File: src/rtl/key_event_decoder.sv
// Turns debounced key press/release strobes into single, double and long-press events.
// All outputs are registered; one shared timer measures hold time and the double-click gap.
module key_event_decoder #(
    parameter int unsigned LONG_CNT   = 100_000_000,
    parameter int unsigned DCLICK_CNT = 15_000_000
) (
    input  logic clk,
    input  logic reset_n,
    input  logic key_flag,
    input  logic key_state,
    output logic single_pulse,
    output logic double_pulse,
    output logic long_pulse,
    output logic long_hold
);

    localparam int unsigned MAX_CNT = (LONG_CNT > DCLICK_CNT) ? LONG_CNT : DCLICK_CNT;
    localparam int unsigned CNT_W   = (MAX_CNT > 2) ? $clog2(MAX_CNT) : 1;
    localparam logic [CNT_W-1:0] LONG_LAST   = CNT_W'(LONG_CNT - 1);
    localparam logic [CNT_W-1:0] DCLICK_LAST = CNT_W'(DCLICK_CNT - 1);

    typedef enum logic [2:0] {
        IDLE   = 3'd0,
        PRESS1 = 3'd1,
        LONG   = 3'd2,
        WAIT2  = 3'd3,
        PRESS2 = 3'd4
    } state_t;

    state_t           state;
    logic [CNT_W-1:0] timer;
    logic             press_ev;
    logic             rel_ev;

    assign press_ev = key_flag & ~key_state;
    assign rel_ev   = key_flag &  key_state;

    // Release beats the long threshold and press beats the click timeout on the same edge.
    always_ff @(posedge clk) begin
        if (!reset_n) begin
            state        <= IDLE;
            timer        <= '0;
            single_pulse <= 1'b0;
            double_pulse <= 1'b0;
            long_pulse   <= 1'b0;
            long_hold    <= 1'b0;
        end else begin
            single_pulse <= 1'b0;
            double_pulse <= 1'b0;
            long_pulse   <= 1'b0;
            case (state)
                IDLE: begin
                    if (press_ev) begin
                        state <= PRESS1;
                        timer <= '0;
                    end
                end
                PRESS1: begin
                    if (rel_ev) begin
                        state <= WAIT2;
                        timer <= '0;
                    end else if (timer == LONG_LAST) begin
                        state      <= LONG;
                        timer      <= '0;
                        long_pulse <= 1'b1;
                        long_hold  <= 1'b1;
                    end else begin
                        timer <= timer + CNT_W'(1);
                    end
                end
                LONG: begin
                    if (rel_ev) begin
                        state     <= IDLE;
                        timer     <= '0;
                        long_hold <= 1'b0;
                    end
                end
                WAIT2: begin
                    if (press_ev) begin
                        state <= PRESS2;
                        timer <= '0;
                    end else if (timer == DCLICK_LAST) begin
                        state        <= IDLE;
                        timer        <= '0;
                        single_pulse <= 1'b1;
                    end else begin
                        timer <= timer + CNT_W'(1);
                    end
                end
                PRESS2: begin
                    if (rel_ev) begin
                        state        <= IDLE;
                        timer        <= '0;
                        double_pulse <= 1'b1;
                    end
                end
                default: begin
                    state     <= IDLE;
                    timer     <= '0;
                    long_hold <= 1'b0;
                end
            endcase
        end
    end

endmodule

File: config.mk
export PLATFORM = sky130hd
export DESIGN_NAME = key_event_decoder
export DESIGN_NICKNAME = d
export VERILOG_FILES = /design/src/rtl/key_event_decoder.sv
export SDC_FILE = /design/constraint.sdc
export NUM_CORES = 1
export LEC_CHECK = 0
export ABC_AREA = 1
export CAP_MARGIN = 10
export CORE_MARGIN = 2
export CORE_UTILIZATION = 50
export DETAILED_ROUTE_END_ITERATION = 10
export GPL_TIMING_DRIVEN = 0
export PLACE_DENSITY = 0.67
export SLEW_MARGIN = 20
export SYNTH_ARGS = -nofsm -noshare
export SYNTH_HDL_FRONTEND = slang
export SYNTH_SLANG_ARGS = --single-unit
File: constraint.sdc
create_clock -name clk -period 2.2 [get_ports clk]
set_input_delay 0.44 -clock clk [delete_from_list [all_inputs] [get_ports clk]]
set_output_delay 0.44 -clock clk [all_outputs]
set_load 0.01 [all_outputs]
---- Word-level counts from Yosys, hierarchy flattened ----
Cells that the tools add are included.
word-level totals
  word-level logic and storage cells ...... 57
  output and inout bits ................... 4
  bits of input ports ..................... 4
  flip-flop bits (word level) ............. 34
operators by class
  reduce and logical (&&, ||, !) cells .... 9
  eq/ne operators ......................... 13
  mux-type cells .......................... 21
  add/subtract/negate cells ............... 1
  bitwise logic cells ..................... 7
operators with widths
  operator                 count
  $mux W27                 6
  $pmux W27 S4             1
  $add A27 B1 Y27 const B  1
  $eq A27 B24 Y1 const B   1
  $eq A27 B27 Y1 const B   1
  $mux W3                  6
  $pmux W3 S4              1
  $reduce_or A3 Y1         3
  $ne A2 B2 Y1 const B     4
  $reduce_and A4 Y1        2
  $eq A3 B2 Y1 const B     2
  $mux W1                  6
  $ne A3 B3 Y1 const B     2
  $not A1 Y1               5
  $reduce_and A2 Y1        2
  $eq A3 B1 Y1 const B     1
  $eq A3 B3 Y1 const B     1
  $logic_not A3 Y1         1
  $pmux W1 S3              1
  $and A1 B1 Y1            2
  $ne A2 B1 Y1 const B     1
  $reduce_or A2 Y1         1

---- Longest topological paths before layout ----
  word-level depth ........................ 4
  gate-level depth with buffers ........... 11
  gate-level depth less buffers ........... 11

---- Worst setup path before layout ----
No wires, ideal clock.
  kind .................................... register -> register
  start point ............................. register timer[0]
  end point ............................... register timer[11]
  setup slack ............................. 0.668 ns
  setup time .............................. 0.116 ns
  arrival time ............................ 1.416 ns
  buffers on the path ..................... 1
  required time ........................... 2.084 ns
  cell stages (with the launch flop) ...... 12
  cell sequence ........................... dfxtp_1 ha_1 nand2_1 nor2_2 nand2_1 nor2_1 nand2_1 nand3_2 nand3_4 nand2_2 buf_6 nor2_1
between the ends
  word-level cells in the longest chain between the ends .. 4
RTL lines
  what                                     line    text
  start, declared                          31      logic [CNT_W-1:0] timer;
  start signal, assigned                   68      timer <= timer + CNT_W'(1);
  start signal, assigned                   87      timer <= timer + CNT_W'(1);
  $add A27 B1 Y27 (tied with other cells)  68, 87
  $mux W27 (on tied branches)              82, 62
  $mux W27 (on tied branches)              79, 59
  $pmux W27 S4 *                           51      case (state)
Every way passes the cells marked *; elsewhere a longest branch is shown, timed or not.
A chain may end at the register's enable or synchronous reset.

---- Worst setup path after layout ----
  start point ............................. input port key_state
  end point ............................... register timer[21]
between the ends
  word-level cells in the longest chain between the ends .. 4
RTL lines
  what                                               line  text
  start, declared                                    10    input logic key_state,
  $not A1 Y1                                         35    assign press_ev = key_flag & ~key_state;
  $and A1 B1 Y1                                      35
  $mux W27 or $ne A2 B2 Y1 (tied branches)           n/a
  $pmux W27 S4 or $reduce_and A2 Y1 (tied branches)  n/a
Parallel ways exist; a longest one is shown, timed or not.

==> reports/results.tsv <==
stage	metric	value	unit
critical_path	reg2reg path depth	11	
global_routing	largest net degree at the start of global routing	11	
sta	min cycle time layout	1950	ps
synthesis	largest cells by area after synthesis	dfxtp_1 32%, nand2_1 15%, nor2_1 11%, inv_1 8.1%, nand3_1 6.6%	
global_routing	global-route wire length before repair	9.01	mm
detailed_routing	DR DRC count	0	
cts	CTS root buf	clkbuf_8	
sta	WHS	489	ps
synthesis	Most used DFF post-synth	dfxtp_1	
run_status	status	completed	
critical_path	reg2reg start	timer[1]	
sta	Fin Setup TNS	0	ps
global_routing	GR Util All Layers	23.5	%
min_path	Hold Path End	long_hold	
cts	hold buffers post-CTS	0	
min_path	Hold Crit Class	flop to flop	
sta	worst-margin pin slew	423	ps
critical_path	CP max-delay cell	clkdlybuf4s50_1	
die	Die Wd	69.2	µm
place	number of port buffers	7	
die	core area	4060	µm²
sta	Fmax	512	MHz
critical_path	RR Endpoint	timer[21]	
place	Place WS	-52.2	ps
die	Initial Util	52.4	%
power_and_ir_drop	sequential share of power	39.7	%
cts	clk_lat worst skew	290	ps
die	row count	23	
finish	ant diodes	0	
finish	Non-Filler Instances	399	
sta	Setup Skew	8.20	ps
sta	fin worst setup slack	246	ps
critical_path	worst-path cell chain	clkdlybuf4s50_1 -> nand2_2 -> nand3_2 -> nand2_2 -> nor2_8 -> nand3_4 -> nand2_2 -> buf_6 -> a21oi_1	
sta	Hold Fails Final Rpt	0	
critical_path	slowest stage delay, CP	530	ps
critical_path	Max FO, Critical Path	10	
finish	post-layout util	57.7	%
cts	Post-CTS Setup Bufs	0	
synthesis	Post-Syn Area	2130	µm²
global_routing	Congestion Overflow GR	0	
sta	Slew Viols, Final	0	
die	Die H	69.2	µm
sta	RSZ-0062 raised after global routing	no	
synthesis	Mapped Cells	336	
detailed_routing	Antenna Nets Post-Route	0	
power_and_ir_drop	Power Dens Cells	724	nW/µm²
power_and_ir_drop	LEAKAGE	0.990	nW
synthesis	Async SR Flop Fraction	0	%
die	I/O pin count	8	
critical_path	worst setup path class	input port to flop	
synthesis	Syn Area/Cell	6.33	µm²
synthesis	#FFs+latches synth	34	
cts	PostCTS Resize Cnt	0	
sta	Slew headroom	71.6	%
cts	TritonCTS Buffers	5	
global_routing	vias in the first global route	1873	
place	DP Wirelength	3.99	mm
cts	Clock transition at path regs	70	ps
min_path	hold path depth	2	
critical_path	WP data arrival	2130	ps
place	GPL Wtd Cong	0.922	
critical_path	CP most frequent cell	nand2_2	
power_and_ir_drop	switch share	37.3	%
cts	CTS tree	built	
detailed_routing	drt initial violations	159	
synthesis	post-synthesis net count	341	
critical_path	CP Launch Type	input port	
power_and_ir_drop	sw power	0.000633	W
place	placed cells	393	
die	die footprint	4790	µm²
detailed_routing	Final Routed Wirelength	5.19	mm
power_and_ir_drop	Int Power	0.00106	W
critical_path	FF-to-FF setup slack	300	ps
cts	H-tree depth	2	
cts	clk buf depth	2	
detailed_routing	via-per-instance ratio	5.23	
global_routing	antenna violations before repair	0	
synthesis	Cell variety after synth	29	
critical_path	Data required, critical path	2370	ps
finish	Area Overhead vs Synth	10.1	%
detailed_routing	vias	2087	
synthesis	area leader, netlist	dfxtp_1	
cts	clock sinks	34	
critical_path	Crit. End Element	flop	
sta	final setup vio count	0	
power_and_ir_drop	combinational share of power	33.5	%
synthesis	Synth top area share	32.0	%
min_path	Hold Startpoint	long_hold	
synthesis	EDFF count, synth	0	
synthesis	synth warn	0	
finish	share of cells above drive strength 1	8.88	%
run	Max-Cap Viols	0	
finish	Final #Nets	355	
sta	period utilization	88.8	%
power_and_ir_drop	worst vdd ir	0.000597	V
synthesis	sequential share of the synthesized area	32.0	%
detailed_routing	wire per inst	13.0	µm
power_and_ir_drop	Clk pwr share	26.8	%
detailed_routing	DRT Pass-1 Iters	4	
==> metrics by stage <==
step / area [µm²] / total power [W]
finish: 2340 / 0.00170
global route: 2340 / 0.00181
CTS: 2340 / 0.00172
detailed placement: 2260 / 0.00126
global placement: 2260 / 0.00126
floorplan: 2130 / 0.00110
==> final cells by class <==
type / instances / area [µm²]
Fill cell: 415 / 1720
Multi-Input combinational cell: 249 / 1230
Sequential cell: 34 / 681
Inverter: 50 / 188
Clock buffer: 6 / 82.6
Timing Repair Buffer: 7 / 70.1
Tap cell: 50 / 62.6
Buffer: 3 / 27.5
==> Yosys cell counts (4+ instances only) <==
cell / n
nand2_1: 85
nand2_2: 5
nand3_1: 28
inv_1: 46
a21oi_1: 8
inv_2: 4
nor3_1: 8
nor2_1: 61
o21ai_0: 9
nand4_1: 15
dfxtp_1: 34
xor2_1: 4
==> layer usage <==
metal / track usage [%] / wire [µm]
met1: 33.3 / 2640
met2: 34.8 / 2180
met3: 6.54 / 301
met5: 0 / 0
met4: 6.97 / 65
==> placed cells by master, fill, tap and decap left out, drive strengths merged <==
| master | netlist | routed |
|---|---|---|
| xor2 | 4 | 4 |
| nor2 | 66 | 66 |
| nand4 | 15 | 15 |
| clkdlybuf4s50 | 0 | 7 |
| dfxtp | 34 | 34 |
| xnor2 | 2 | 2 |
| or2 | 1 | 1 |
| nor3 | 9 | 9 |
| o21ai | 12 | 12 |
| a21oi | 9 | 9 |
| nand3 | 33 | 33 |
| a21o | 1 | 1 |
| o21bai | 2 | 2 |
| ha | 1 | 1 |
| inv | 50 | 50 |
| buf | 3 | 3 |
| nand2 | 91 | 91 |
| nor4 | 3 | 3 |
| clkbuf | 0 | 6 |
==> worst max path at each step <==
stage               startpoint        end  slack [ps]  cells past startpoint
floorplan             timer[0]  timer[11]         670                     11
global placement     key_state  timer[11]         -60                      9
detailed placement   key_state  timer[11]         -50                      9
CTS                  key_state  timer[11]         250                      9
global route          timer[1]  timer[19]         100                     11
finish               key_state  timer[21]         250                      9
==> registers in the layout, summed over array words and instances, names as in the netlist <==
register / flops
double_pulse: 1
long_pulse: 1
long_hold: 1
timer: 27
state: 3
single_pulse: 1
==> power by group through the flow <==
stage / Sequential [W] / Combinational (W) / Clock (W)
floorplan: 0.000687 / 0.000417 / 0
global placement: 0.000686 / 0.000571 / 0
detailed placement: 0.000687 / 0.000570 / 0
CTS: 0.000674 / 0.000573 / 0.000468
global route: 0.000678 / 0.000640 / 0.000495
finish: 0.000674 / 0.000568 / 0.000454
==> worst max-delay path: cells and delay by family <==
family	cells	cell delay, ps
buffers and inverters	2	690
AOI/OAI and AO/OA	1	50
and+or+nand+nor	6	950
==> cell families (layout without fill, tap and decap cells) <==
| family | Yosys count | after routing | synth area share, % |
|---|---|---|---|
| fa+ha+maj | 1 | 1 | 0.588 |
| xor+xnor | 6 | 6 | 2.47 |
| buf+inv | 53 | 66 | 10.1 |
| simple gates | 218 | 218 | 48.6 |
| compound gates | 24 | 24 | 6.18 |
| flops | 34 | 34 | 32.0 |
No activity file was read; power rests on OpenSTA's default activity.
